File: config.mk
export PLATFORM = sky130hd
export DESIGN_NAME = store_align_unit
export DESIGN_NICKNAME = d
export VERILOG_FILES = /design/src/rtl/store_align_unit.sv
export SDC_FILE = /design/constraint.sdc
export NUM_CORES = 1
export LEC_CHECK = 0
export ABC_AREA = 1
export CAP_MARGIN = 20
export CORE_MARGIN = 5
export CORE_UTILIZATION = 46
export CTS_CLUSTER_SIZE = 24
export DETAILED_ROUTE_END_ITERATION = 10
export PLACE_DENSITY_LB_ADDON = 0.25
export RECOVER_POWER = 25
export SYNTH_ARGS = -nofsm -noshare
export SYNTH_HDL_FRONTEND = slang
export SYNTH_SLANG_ARGS = --single-unit
File: constraint.sdc
create_clock -name clk -period 1.4 [get_ports clk]
set_input_delay 0.35 -clock clk [delete_from_list [all_inputs] [get_ports clk]]
set_output_delay 0.35 -clock clk [all_outputs]
set_load 0.02 [all_outputs]
File: src/rtl/store_align_unit.sv
`default_nettype none
// +----------------------------------------------------------------------------+
// | store_align_unit: positions RISC-V store data/byte-enables on memory lanes |
// | Revision: 1.0                                                              |
// +----------------------------------------------------------------------------+
module store_align_unit #(
  parameter int DATA_W         = 32,
  parameter int ADDR_W         = 32,
  parameter int MISALIGN_SPLIT = 1
) (
  input  logic                  clk,
  input  logic                  rst_n,
  input  logic                  req_valid,
  output logic                  req_ready,
  input  logic [2:0]            req_funct3,
  input  logic [ADDR_W-1:0]     req_addr,
  input  logic [DATA_W-1:0]     req_data,
  output logic                  mem_valid,
  input  logic                  mem_ready,
  output logic [ADDR_W-1:0]     mem_addr,
  output logic [DATA_W-1:0]     mem_wdata,
  output logic [DATA_W/8-1:0]   mem_be,
  output logic                  done,
  output logic                  fault
);

  localparam int NB = DATA_W / 8;
  localparam int LG = $clog2(NB);
  localparam int BW = 2 * NB;

  typedef enum logic [1:0] {
    IDLE  = 2'd0,
    SEND0 = 2'd1,
    SEND1 = 2'd2
  } state_t;

  state_t              r_state;
  logic [DATA_W-1:0]   r_wdata1;
  logic [NB-1:0]       r_be1;
  logic                r_cross;

  logic [LG-1:0]       w_off;
  logic [3:0]          w_size;
  logic [4:0]          w_end;
  logic                w_cross;
  logic                w_illegal;
  logic                w_reject;
  logic [2*DATA_W-1:0] w_wide;
  logic [BW-1:0]       w_bmask;
  logic [BW-1:0]       w_bepos;
  logic [ADDR_W-1:0]   w_base;

  assign req_ready = (r_state == IDLE);

  always_comb begin
    w_size = 4'd1;
    case (req_funct3[1:0])
      2'b00:   w_size = 4'd1;
      2'b01:   w_size = 4'd2;
      2'b10:   w_size = 4'd4;
      default: w_size = 4'd8;
    endcase
  end

  assign w_off     = req_addr[LG-1:0];
  assign w_end     = 5'(w_off) + 5'(w_size);
  assign w_cross   = (w_end > 5'(NB));
  assign w_illegal = req_funct3[2] | ((req_funct3[1:0] == 2'b11) && (DATA_W != 64));
  assign w_reject  = w_illegal | (w_cross && (MISALIGN_SPLIT == 0));
  assign w_base    = {req_addr[ADDR_W-1:LG], {LG{1'b0}}};

  // Double-width shifts: low half is beat0, high half is the spill into beat1.
  assign w_wide  = {{DATA_W{1'b0}}, req_data} << {w_off, 3'b000};
  assign w_bmask = (BW'(1) << w_size) - BW'(1);
  assign w_bepos = w_bmask << w_off;

  always_ff @(posedge clk or negedge rst_n) begin
    if (!rst_n) begin
      r_state   <= IDLE;
      r_wdata1  <= '0;
      r_be1     <= '0;
      r_cross   <= 1'b0;
      mem_valid <= 1'b0;
      mem_addr  <= '0;
      mem_wdata <= '0;
      mem_be    <= '0;
      done      <= 1'b0;
      fault     <= 1'b0;
    end else begin
      done  <= 1'b0;
      fault <= 1'b0;
      case (r_state)
        IDLE: begin
          if (req_valid) begin
            if (w_reject) begin
              fault <= 1'b1;
            end else begin
              r_state   <= SEND0;
              mem_valid <= 1'b1;
              mem_addr  <= w_base;
              mem_wdata <= w_wide[DATA_W-1:0];
              mem_be    <= w_bepos[NB-1:0];
              r_wdata1  <= w_wide[2*DATA_W-1:DATA_W];
              r_be1     <= w_bepos[BW-1:NB];
              r_cross   <= w_cross;
            end
          end
        end
        SEND0: begin
          if (mem_ready) begin
            if (r_cross) begin
              r_state   <= SEND1;
              mem_addr  <= mem_addr + ADDR_W'(NB);
              mem_wdata <= r_wdata1;
              mem_be    <= r_be1;
            end else begin
              r_state   <= IDLE;
              mem_valid <= 1'b0;
              mem_wdata <= '0;
              mem_be    <= '0;
              done      <= 1'b1;
            end
          end
        end
        SEND1: begin
          if (mem_ready) begin
            r_state   <= IDLE;
            mem_valid <= 1'b0;
            mem_wdata <= '0;
            mem_be    <= '0;
            done      <= 1'b1;
          end
        end
        default: begin
          r_state   <= IDLE;
          mem_valid <= 1'b0;
          mem_wdata <= '0;
          mem_be    <= '0;
        end
      endcase
    end
  end

endmodule
`default_nettype wire
==> impl_metrics.env <==
export IMPL_rows=42
export IMPL_fp_dieW_um=125.0
export IMPL_drt_iter0_drc=790
export IMPL_post_synth_and_or_nand_nor_area_fraction_pct=30.25
export IMPL_gpl_wtd_cong=0.9019
export IMPL_critPathMaxFanout=8
export IMPL_layout_cells_sized_above_1_pct=35.07
export IMPL_critical_path_slowest_cell="sky130_fd_sc_hd__dfrtp_1"
export IMPL_antenna_cells=0
export IMPL_max_clock_path_buffers=2
export IMPL_report_final_slew_viol_count=0
export IMPL_grt_antenna_before_repair=0
export IMPL_post_route_worst_setup_slack_ps=-291.5
export IMPL_synth_warnings=0
export IMPL_yosys_area_top_type_share_pct=41.15
export IMPL_first_pass_grt_wire_length_mm=36.26
export IMPL_post_synth_main_area_contributors="sky130_fd_sc_hd__dfrtp_1 (41%), sky130_fd_sc_hd__nand2_1 (17%), sky130_fd_sc_hd__o21ai_0 (7.0%)"
export IMPL_critical_path_max_stage_delay_ps=410
export IMPL_relSlewSlack_pct=34.39
export IMPL_hold_class="in2async"
export IMPL_power_density_mw_per_mm2=2224
export IMPL_ys_flop_type="sky130_fd_sc_hd__dfrtp_1"
export IMPL_design_core_area_mm2=0.01309
export IMPL_synth_seq_area_share_pct=41.15
export IMPL_hold_viol=0
export IMPL_initial_utilization_pct=46.47
export IMPL_p_leak_nw=4.650
export IMPL_drt_antenna_violating_nets=0
export IMPL_synth_enable_flop_cells=0
export IMPL_worst_setup_path_start_kind="flop"
export IMPL_vertical_extent_of_the_die_um=125.0
export IMPL_max_freq_ghz=0.5912
export IMPL_buffer_ports_inserted=140
export IMPL_final_nets=1208
export IMPL_drc=0
export IMPL_postCtsHoldBufs=0
export IMPL_timing_setup_critical_path_class="reg2reg"
export IMPL_final_min_clock_period_ps=1692
export IMPL_first_pass_iters=6
export IMPL_global_route_overflow_total=0
export IMPL_setup_viol_count_final=101
export IMPL_worst_setup_path_end_kind="flop"
export IMPL_cts_htree_levels=3
export IMPL_synth_compound_area_share_pct=16.54
export IMPL_clock_skew_final_ps=5.692
export IMPL_synthesis_instances=871
export IMPL_timing_critical_path_cells="inv_2, buf_6, ha_4, o21bai_4, nand2_8, buf_12, buf_16, nand2_2, o21ai_1"
export IMPL_postSynthAreaPerCell_um2=6.981
export IMPL_worst_slew_pin_transition_ps=984.2
export IMPL_post_synth_xor_area_fraction_pct=0.4321
export IMPL_grt_pass1_vias=7075
export IMPL_dp_final_hpwl_mm=14.26
export IMPL_wl_mm=24.68
export IMPL_violated_checks="setup timing"
export IMPL_synth_ff_latch_count=100
export IMPL_tritoncts="done"
export IMPL_synthArstFlopShare_pct=100.0
export IMPL_die_area_mm2=0.01562
export IMPL_grt_max_degree=69
export IMPL_synthDistinctLibCells=40
export IMPL_drv_max_cap_violation_count=0
export IMPL_grt_total_usage_pct=28.66
export IMPL_clock_tree_root_cell="sky130_fd_sc_hd__clkbuf_16"
export IMPL_final_period_utilization_pct=120.8
export IMPL_ios=143
export IMPL_status="finished, violations left"
export IMPL_final_cell_area_mm2=0.009918
export IMPL_cts_buffers_inserted=9
export IMPL_synth_top_area_cell="sky130_fd_sc_hd__dfrtp_1"
export IMPL_avgRoutedWirePerCell_um=18.82
export IMPL_cts_sinks=100
export IMPL_grt_setup_unrepaired="yes"
export IMPL_utilization_pct=75.80
export IMPL_syn_cell_area_mm2=0.006081
export IMPL_synth_mux_area_fraction_pct=0.3292
export IMPL_routed_via_count=7397
export IMPL_peakVddDrop_uv=1198
export IMPL_synth_fa_ha_area_share_pct=1.564
export IMPL_synth_top_family_by_area="simple AND/OR/NAND/NOR gates"
export IMPL_routed_via_density=5.642
export IMPL_worst_endpoint_arrival_ps=1940
export IMPL_synthToLayoutAreaGrowth_pct=63.11
export IMPL_post_cts_clock_slew_at_the_launch_and_capture_registers_of_the_worst_setup_and_hold_paths_ps=70
export IMPL_placedInstanceArea_mm2=0.008556
export IMPL_clock_insertion_delay_worst_skew_ps=360
export IMPL_dpl_worst_slack_ps=-662.7
export IMPL_endpoint_required_time_on_the_critical_path_ps=1650
report_power, final:
part	switching [mW]	total, mW	internal, mW
registers	1.21	5.39	4.17
clock network	1.21	3.00	1.80
logic	7.58	13.7	6.09
total	10.0	22.1	12.1
worst max-delay path, delay by kind of cell, from the launching register on:
kind                     cells  cell delay, ps
buffers and inverters        4             510
flip-flops                   1             410
AO/OA/AOI/OAI                2             280
AND/OR/NAND/NOR              2             200
adder cells (fa/ha/maj)      1             160
through the flow:
step	hold WS [ps]	instances	power (mW)	TNS (ps)
3_5_place_dp	396.1	1256	15.79	-51420
4_1_cts	12.49	1306	20.81	-12390
5_1_grt	88.30	1311	23.12	-24050
3_3_place_gp	393.8	1256	15.58	-50040
2_1_floorplan	54.41	872	10.93	-2933
6_report	42.05	1311	22.06	-18170
cell usage after synthesis, drive strengths merged (2+ instances only):
cell    instances
o211ai          2
o221ai          2
nand3b          2
nand3          41
o21a            4
a31oi           3
a21oi          31
mux2i           2
a22oi           8
o31ai           8
xnor2           2
clkbuf         11
nand2         282
dfrtp         100
nand4          11
ha              6
o21ai         109
nor2          101
o22ai          11
inv            93
buf            31
or2             3
per-layer routing:
metal  track usage (%)  vias to the layer above  share of wire (%)
met1             38.44                     3481                 39
li1                  -                     3325                  -
met4             10.01                        0                3.8
met5                 0                        -                  0
met3             5.970                       99                9.6
met2             46.38                      492                 48
registers in the layout (all words and copies together), names as in the netlist:
signal,cells
mem_wdata,32
r_state,2
mem_addr,30
r_wdata1,24
mem_be,4
r_be1,4
mem_valid,1
r_cross,1
done,1
fault,1
cells in the final DEF (no fill, tap or decap), types with 35 or more instances in the layout:
cell type / count
sky130_fd_sc_hd__nor2_1: 75
sky130_fd_sc_hd__buf_4: 100
sky130_fd_sc_hd__nand3_1: 40
sky130_fd_sc_hd__o21ai_0: 43
sky130_fd_sc_hd__clkdlybuf4s50_1: 65
sky130_fd_sc_hd__dfrtp_1: 94
sky130_fd_sc_hd__buf_2: 35
sky130_fd_sc_hd__inv_1: 80
sky130_fd_sc_hd__o21ai_1: 43
sky130_fd_sc_hd__nand2_1: 237
path summary, 6_finish.rpt:
path / start / to / slack [ps] / cells past startpoint
worst max-delay path: r_state[0] / mem_wdata[16] / -290 / 9
worst min-delay path: rst_n / mem_wdata[17] / 40 / 2
worst max register to register: r_state[0] / mem_wdata[16] / -290 / 9
worst min register to register: mem_wdata[30] / mem_wdata[30] / 490 / 2
max in group asynchronous: rst_n / mem_addr[16] / 430 / 2
min in group clk: req_funct3[1] / fault / 310 / 3
cell type report:
| class | count | area, um^2 |
|---|---|---|
| timing repair buffer | 286 | 2706 |
| tap | 176 | 220.2 |
| timing repair inverter | 2 | 27.53 |
| fill | 842 | 3167 |
| clock inverter | 6 | 111.4 |
| inverter | 93 | 406.6 |
| clock buffer | 10 | 239.0 |
| multi-input combinational | 638 | 3697 |
| sequential | 100 | 2510 |
timing repair:
item | 4_1_cts | 5_1_grt
pin swaps | 28 | 28
resized for setup | 370 | 123
setup buffers | 25 | 8
gates cloned | 11 | 1
setup endpoints to repair | 168 | 127
kinds of logic (layout without fill, tap and decap cells):
logic type	after synthesis	after routing
AND/OR/NAND/NOR	442	443
AO/OA/AOI/OAI	181	181
buffers and inverters	135	397
flip-flops	100	100
adder cells (fa/ha/maj)	7	7
XOR/XNOR	3	3
multiplexers	2	2
other	1	2
No activity file was read; power rests on OpenSTA's default activity.
